<file path="src/rtl/uart_tx_fifo.sv">
// uart_tx_fifo: FIFO-buffered 8N1 RS-232 transmitter with a built-in baud timer.
// Bytes arrive on a valid/ready handshake, wait in a small FIFO and are shifted
// out LSB first. Frames with queued data follow each other with no idle gap.
module uart_tx_fifo #(
  parameter int unsigned CLK_FREQ = 50_000_000,
  parameter int unsigned BAUD     = 9600,
  parameter int unsigned FIFO_AW  = 3
) (
  input  logic               clk,
  input  logic               rst_n,
  input  logic               tx_valid,
  input  logic [7:0]         tx_data,
  output logic               tx_ready,
  output logic               rs232_tx,
  output logic               tx_busy,
  output logic [FIFO_AW:0]   fifo_cnt,
  output logic               overflow
);

  localparam int unsigned BPS_CNT = CLK_FREQ / BAUD;
  localparam int unsigned DEPTH   = 2 ** FIFO_AW;
  localparam int unsigned CNT_W   = (BPS_CNT > 1) ? $clog2(BPS_CNT) : 1;
  localparam logic [CNT_W-1:0]   BIT_LAST = CNT_W'(BPS_CNT - 1);
  localparam logic [FIFO_AW:0]   FULL_CNT = (FIFO_AW + 1)'(DEPTH);

  typedef enum logic [1:0] {
    S_IDLE,
    S_START,
    S_DATA,
    S_STOP
  } state_t;

  state_t               r_state;
  logic [7:0]           r_mem [DEPTH];
  logic [FIFO_AW-1:0]   r_wr_ptr;
  logic [FIFO_AW-1:0]   r_rd_ptr;
  logic [FIFO_AW:0]     r_cnt;
  logic [CNT_W-1:0]     r_bit_cnt;
  logic [2:0]           r_bit_idx;
  logic [7:0]           r_shift;
  logic                 r_tx;
  logic                 r_busy;
  logic                 r_overflow;

  logic                 w_full;
  logic                 w_has_data;
  logic                 w_push;
  logic                 w_pop;
  logic                 w_bit_end;
  logic [2:0]           w_next_idx;
  logic [7:0]           w_head;

  // FIFO status, handshake and pop request from the serialiser
  always_comb begin
    w_full     = (r_cnt == FULL_CNT);
    w_has_data = (r_cnt != '0);
    w_push     = tx_valid && !w_full;
    w_bit_end  = (r_bit_cnt == BIT_LAST);
    w_pop      = w_has_data &&
                 ((r_state == S_IDLE) || ((r_state == S_STOP) && w_bit_end));
    w_next_idx = r_bit_idx + 3'd1;
    w_head     = r_mem[r_rd_ptr];
  end

  // FIFO storage; contents need no reset because the count gates every read
  always_ff @(posedge clk) begin
    if (w_push) begin
      r_mem[r_wr_ptr] <= tx_data;
    end
  end

  // FIFO pointers, occupancy and the registered overflow pulse
  always_ff @(posedge clk or negedge rst_n) begin
    if (!rst_n) begin
      r_wr_ptr   <= '0;
      r_rd_ptr   <= '0;
      r_cnt      <= '0;
      r_overflow <= 1'b0;
    end else begin
      r_overflow <= tx_valid && w_full;
      if (w_push) begin
        r_wr_ptr <= r_wr_ptr + FIFO_AW'(1);
      end
      if (w_pop) begin
        r_rd_ptr <= r_rd_ptr + FIFO_AW'(1);
      end
      case ({w_push, w_pop})
        2'b10:   r_cnt <= r_cnt + (FIFO_AW + 1)'(1);
        2'b01:   r_cnt <= r_cnt - (FIFO_AW + 1)'(1);
        default: r_cnt <= r_cnt;
      endcase
    end
  end

  // Frame FSM; line level and busy are set on the edge that enters each bit
  always_ff @(posedge clk or negedge rst_n) begin
    if (!rst_n) begin
      r_state   <= S_IDLE;
      r_bit_cnt <= '0;
      r_bit_idx <= '0;
      r_shift   <= '0;
      r_tx      <= 1'b1;
      r_busy    <= 1'b0;
    end else begin
      case (r_state)
        S_IDLE: begin
          r_bit_cnt <= '0;
          if (w_pop) begin
            r_shift <= w_head;
            r_state <= S_START;
            r_tx    <= 1'b0;
            r_busy  <= 1'b1;
          end
        end
        S_START: begin
          if (w_bit_end) begin
            r_bit_cnt <= '0;
            r_bit_idx <= '0;
            r_state   <= S_DATA;
            r_tx      <= r_shift[0];
          end else begin
            r_bit_cnt <= r_bit_cnt + CNT_W'(1);
          end
        end
        S_DATA: begin
          if (w_bit_end) begin
            r_bit_cnt <= '0;
            if (r_bit_idx == 3'd7) begin
              r_state <= S_STOP;
              r_tx    <= 1'b1;
            end else begin
              r_bit_idx <= w_next_idx;
              r_tx      <= r_shift[w_next_idx];
            end
          end else begin
            r_bit_cnt <= r_bit_cnt + CNT_W'(1);
          end
        end
        S_STOP: begin
          if (w_bit_end) begin
            r_bit_cnt <= '0;
            if (w_pop) begin
              r_shift <= w_head;
              r_state <= S_START;
              r_tx    <= 1'b0;
            end else begin
              r_state <= S_IDLE;
              r_busy  <= 1'b0;
            end
          end else begin
            r_bit_cnt <= r_bit_cnt + CNT_W'(1);
          end
        end
        default: begin
          r_state <= S_IDLE;
          r_tx    <= 1'b1;
          r_busy  <= 1'b0;
        end
      endcase
    end
  end

  // Output mapping
  always_comb begin
    tx_ready = !w_full;
    rs232_tx = r_tx;
    tx_busy  = r_busy;
    fifo_cnt = r_cnt;
    overflow = r_overflow;
  end

endmodule

</file>
<file path="config.mk">
export PLATFORM = sky130hd
export DESIGN_NAME = uart_tx_fifo
export DESIGN_NICKNAME = d
export VERILOG_FILES = /design/src/rtl/uart_tx_fifo.sv
export SDC_FILE = /design/constraint.sdc
export NUM_CORES = 1
export LEC_CHECK = 0
export BUFFER_PORTS_ARGS = -buffer_cell sky130_fd_sc_hd__buf_2
export CORE_ASPECT_RATIO = 1.75
export CORE_UTILIZATION = 48
export DETAILED_ROUTE_END_ITERATION = 10
export PLACE_DENSITY_LB_ADDON = 0.12
export SYNTH_ARGS = -nofsm -noshare
export SYNTH_HDL_FRONTEND = slang
export SYNTH_SLANG_ARGS = --single-unit
</file>
<file path="constraint.sdc">
create_clock -name clk -period 5 [get_ports clk]
set_input_delay 0 -clock clk [delete_from_list [all_inputs] [get_ports clk]]
set_output_delay 0 -clock clk [all_outputs]
set_load 0.02 [all_outputs]
</file>
Yosys cells after proc, flatten, opt, wreduce, memory -nomap -nowiden:

Memories as Yosys holds them, arrays and structs flattened.
Index checks and enable logic that the tools add are counted.

* flip-flop bits (word level): 39
* memory bits (writable): 64
* input bits: 11
* word-level logic and storage cells: 81
* memories kept: 1

* $add $sub $neg: 6
* order comparisons: 1
* equality and inequality tests: 15
* multiplexer cells: 31
* reduce and logical (&&, ||, !) cells: 17

Memories
* r_mem: words 8, bits a word 8, rd ports 1, clocked after memory_dff 0, wr ports 1, line 34 `logic [7:0] r_mem [DEPTH];`

Operator list (number)
* case mux 13 bit (2 select lines): 1
* 2-to-1 mux 8 bit: 2
* case mux 8 bit (2 select lines): 1
* inequality test 2 bit (second input constant): 7
* adder 13 x 1 -> 13 bit (second input constant): 1
* == test 13 bit (second input constant): 1
* 2-to-1 mux 13 bit: 1
* 2-to-1 mux 1 bit: 12
* 2-to-1 mux 2 bit: 5
* adder 3 x 1 -> 3 bit (second input constant): 3
* 2-to-1 mux 3 bit: 3
* case mux 2 bit (4 select lines): 1
* case mux 4 bit (2 select lines): 1
* AND reduction 4 bit: 2
* == test 2 bit (second input constant): 3
* case mux 3 bit (2 select lines): 1
* nonzero test 2 bit: 3
* AND reduction 5 bit: 1
* adder 4 x 1 -> 4 bit (second input constant): 1
* == test 2 x 1 -> 1 bit (second input constant): 2
* == test 4 bit (second input constant): 1
* logical AND 1 bit: 4
* less-than comparator 3 x 4 -> 1 bit (second input constant): 1
* case mux 1 bit (4 select lines): 1
* 11 further kinds: 11

Depth between registers and ports, before layout:

* depth in word-level cells: 7
* mapped depth: 13
* depth with buffers taken out: 12

Worst setup path after synthesis:

OpenSTA, ideal clock, no wires.

* path kind: register -> register
* start point: reg r_state[0]
* end point: reg r_cnt[2], in the netlist fifo_cnt[2]
* arrival: 2.417 ns
* required time: 4.863 ns
* slack: 2.446 ns
* cell stages (with the launch flop): 14
* period minus slack after synthesis: 2.554 ns
* path through: dfrtp_1 inv_1 ha_1 clkbuf_1 inv_1 a21o_1 nor2_1 ha_1 xor2_1 ha_1 a21oi_1 xor2_1 nor2_1 xor2_1

* cells in the longest elaborated chain, start to end: 6
* elaborated cells on any way between the ends: 9
* those cells by class: 3 x eq/ne; 1 x mux; 5 x reduce/logical

RTL lines
* from (decl): line 33 `state_t r_state;`
* from (signal assigned): line 98 `r_state <= S_IDLE;`
* from (signal assigned): line 110 `r_state <= S_START;`
* from (signal assigned): line 119 `r_state <= S_DATA;`
* == test 2 bit: line 60 `((r_state == S_IDLE) || ((r_state == S_STOP) && w_bit_end));`
* logical AND 1 bit: line 60
* logical OR 1 bit (*): line 60
* logical AND 1 bit (*): line 59 `w_pop = w_has_data &&`
* via w_pop: line 48 `logic w_pop;`
* == test 2 x 1 -> 1 bit or == test 2 bit (tied branches): line 87 `case ({w_push, w_pop})`
* case mux 4 bit (2 select lines) or nonzero test 2 bit (tied branches)
* to (signal assigned): line 88 `2'b10: r_cnt <= r_cnt + (FIFO_AW + 1)'(1);`
* to (signal assigned): line 89 `2'b01: r_cnt <= r_cnt - (FIFO_AW + 1)'(1);`
* to (signal assigned): line 90 `default: r_cnt <= r_cnt;`
* to (decl): line 37 `logic [FIFO_AW:0] r_cnt;`

The timed path passes the listed nets; every way through them passes the cells marked *.
A chain may end at the register's enable or synchronous reset.

Worst setup path in the final report:

Ends and elaborated chain as after synthesis.

==> flow_summary.json <==
{
  "reg2reg_depth": 12,
  "cts_sinks": 103,
  "cp-start-kind": "register",
  "cts_tree": "done",
  "drc_errors": 0,
  "routed_wl_um": 8780,
  "finalSetupTns_ps": 0,
  "rsz0062_at_grt": "no",
  "synth-seq-cells": 103,
  "ys_warn_count": 0,
  "syn_to_final_growth_pct": 12.7,
  "end_kind": "register",
  "slowest_stage": "dfrtp_1",
  "setup_viol": 0,
  "maxCapViolCount": 0,
  "period_share": 0.550,
  "vias": 2630,
  "clk_pin_slew_ps": 70,
  "via_per_inst": 5.69,
  "fin_crit_ps": 2750,
  "critical_path_arrival_ps": 2970,
  "cts_buffers": 9,
  "antenna_found_initial": 0,
  "crit_family": "adder cells",
  "wl_per_cell_um": 19.0,
  "dp_slack_ps": 2260,
  "syn_nets": 327,
  "postSynthCellCount": 303,
  "endpoint": "fifo_cnt[2]",
  "nFillCells": 766,
  "grt_max_degree": 40,
  "fp.dieH_um": 133,
  "timing.final.ws_setup_ps": 2250,
  "hold_class": "in -> async",
  "synthAdderAreaFrac": 0.0348,
  "dp_hpwl_um": 6140,
  "first_global_vias": 2722,
  "reg2reg_to": "fifo_cnt[2]",
  "grtUsageTotal": 0.191,
  "diodes": 0,
  "fmax_mhz": 364,
  "clock_latency_ps": 340,
  "grt_pass1_wl_um": 14400,
  "dr.pass1.iters": 4,
  "hold_viol_final": 0,
  "status": "finished clean",
  "initial_utilization": 0.494,
  "synth_top_area_frac": 0.411,
  "die-area_um2": 10200,
  "nNetsFinal": 359,
  "power.density_nw_per_um2": 559,
  "cp.required_ps": 5220,
  "cp_cell_sequence": "inv_1 -> ha_1 -> inv_1 -> a21o_1 -> nor2_1 -> ha_1 -> xor2_1 -> ha_1 -> a21oi_1 -> xor2_1 -> nor2_1 -> xor2_1",
  "async_reset_ff_frac": 0.379,
  "crit_fanout": 8,
  "ant_nets": 0,
  "die_w_um": 76.6,
  "cp_num_cells": 12,
  "gr-total-overflow": 0,
  "synth_edf_count": 64,
  "path_class": "reg -> reg",
  "ys_seq_area_frac": 0.620,
  "skew_ps": 8.48,
  "synth_xor_area_frac": 0.0337,
  "io_pins": 19,
  "yosysUniqueCellTypes": 52,
  "max_slew.worst_pin.slew_ps": 1030,
  "critPathBufInv": 2,
  "cp_slowest_stage_delay_ps": 420,
  "gp_congestion": 0.780,
  "syn-cell-area_um2": 4670,
  "startpoint": "r_state[0]",
  "r2r_slack_ps": 2250,
  "yosysTopAreaCell": "edfxtp_1",
  "syn_avg_cell_area_um2": 15.4,
  "root_buffer": "clkbuf_16",
  "yosys.area_share.simple": 0.104,
  "synth_top_family_by_area": "multiplexers",
  "irDropWorstVdd_v": 0.000261,
  "io_buffers": 18,
  "synthMuxAreaShare": 0.146,
  "synth_area_leaders": "edfxtp_1 (41%), dfrtp_1 (20%), mux4_2 (5.8%), ha_1 (3.5%), mux4_1 (3.4%)",
  "clockBufferDepth": 2,
  "fp-row-count": 47,
  "leakage_nw": 1.97,
  "drt_iter0_markers": 147,
  "cts-htree-levels": 3,
  "relSlewSlack": 0.314,
  "drive_gt1_frac": 0.232,
  "synth_compound_gate_area_share": 0.0396,
  "core_area_um2": 9470,
  "ys.flop_type": "edfxtp_1",
  "timing.rr.start": "r_state[0]",
  "slew_viol_final": 0
}
[area by class of cell]
cell class	count	area (um^2)	area share
flip-flops and latches	103	2900	0.550
multi-input cells	182	1690	0.321
clock buffers	9	225	0.0428
repair buffers	32	220	0.0418
well taps	122	153	0.0290
clock inverters	7	55.1	0.0105
inverters	7	26.3	0.00499
[flip-flops by register name, summed over array words and instances, names as in the netlist]
| register | flops |
|---|---|
| r_state | 2 |
| r_mem | 64 |
| fifo_cnt | 4 |
| r_rd_ptr | 3 |
| r_bit_cnt | 13 |
| overflow | 1 |
| r_wr_ptr | 3 |
| r_bit_idx | 3 |
| tx_busy | 1 |
| rs232_tx | 1 |
| r_shift | 8 |
[power breakdown]
group | switching (mW) | internal [mW] | total, mW | leakage (nW)
combinational | 0.447 | 0.528 | 0.975 | 0.767
clock | 0.315 | 0.344 | 0.659 | 0.133
sequential | 0.216 | 1.10 | 1.31 | 1.07
[per-stage QoR]
stage / utilization / cells / hold WS (ps) / power [mW] / area (um^2)
after floorplan: - / 303 / -296 / 2.05 / 4670
after global placement: 0.516 / 436 / 171 / 2.29 / 4890
after detailed placement: 0.516 / 436 / 175 / 2.31 / 4890
after CTS: 0.556 / 462 / 347 / 2.98 / 5270
after global routing: 0.556 / 462 / 399 / 3.12 / 5270
final: 0.556 / 462 / 321 / 2.94 / 5270
[worst min path at each step]
stage	startpoint	endpoint	slack (ps)	depth (start not counted)
floorplan	rst_n	fifo_cnt[0]	-300	0
global placement	rst_n	r_bit_cnt[3]	170	1
detailed placement	rst_n	r_bit_cnt[3]	180	1
CTS	rst_n	fifo_cnt[2]	350	2
global route	rst_n	r_bit_cnt[3]	400	2
finish	rst_n	fifo_cnt[2]	320	2
[Yosys cell counts, types with 2 or more instances]
| library cell | number |
|---|---|
| nand3_1 | 13 |
| mux2_2 | 11 |
| dfrtp_1 | 38 |
| ha_1 | 13 |
| mux4_1 | 6 |
| a21oi_1 | 8 |
| nand2b_1 | 3 |
| o31ai_1 | 2 |
| a21o_1 | 2 |
| or3_1 | 3 |
| edfxtp_1 | 64 |
| or2_2 | 2 |
| xnor2_1 | 10 |
| clkbuf_1 | 5 |
| mux4_2 | 12 |
| a31oi_1 | 3 |
| nor2_1 | 18 |
| o21ai_0 | 4 |
| mux2_4 | 8 |
| nand2_1 | 13 |
| inv_1 | 7 |
| xor2_1 | 8 |
| and4_1 | 2 |
| and2_1 | 2 |
| nor4_1 | 4 |
| nand4b_1 | 2 |
| nand4_1 | 7 |
| buf_6 | 3 |
| nor3_1 | 7 |
[layout by cell type (no fill, tap or decap), types with 9 or more instances in the layout]
master,n
nor2_1,18
mux4_2,12
edfxtp_1,64
mux2_2,11
dlygate4sd3_1,10
buf_2,18
nand2_1,13
xnor2_1,10
nand3_1,13
clkbuf_16,9
ha_1,13
dfrtp_1,38
[what timing repair did]
| item | CTS | global route |
|---|---|---|
| endpoints found under the hold margin | 104 | 0 |
| hold buffers | 10 | 0 |
| buffers inserted | 0 | 0 |
| endpoints found under the setup margin | 0 | 0 |
| gates resized for setup | 0 | 0 |
[metal layers]
layer  routed length, um  vias to the layer above  GRT usage
li1                    -                     1232          -
met1                3380                     1348      0.203
met2                5010                       36      0.363
met3                 209                       14     0.0324
met4                 186                        0     0.0801
met5                   0                        -          0
[logic make-up (layout without fill, tap and decap cells)]
| group | Yosys count | count (layout) |
|---|---|---|
| xor+xnor | 18 | 18 |
| fa+ha+maj | 13 | 13 |
| buf+inv | 18 | 55 |
| flops | 103 | 103 |
| mux | 38 | 38 |
| simple gates | 86 | 86 |
| compound gates | 27 | 27 |
Note: power is estimated with default switching activity, not from simulation.
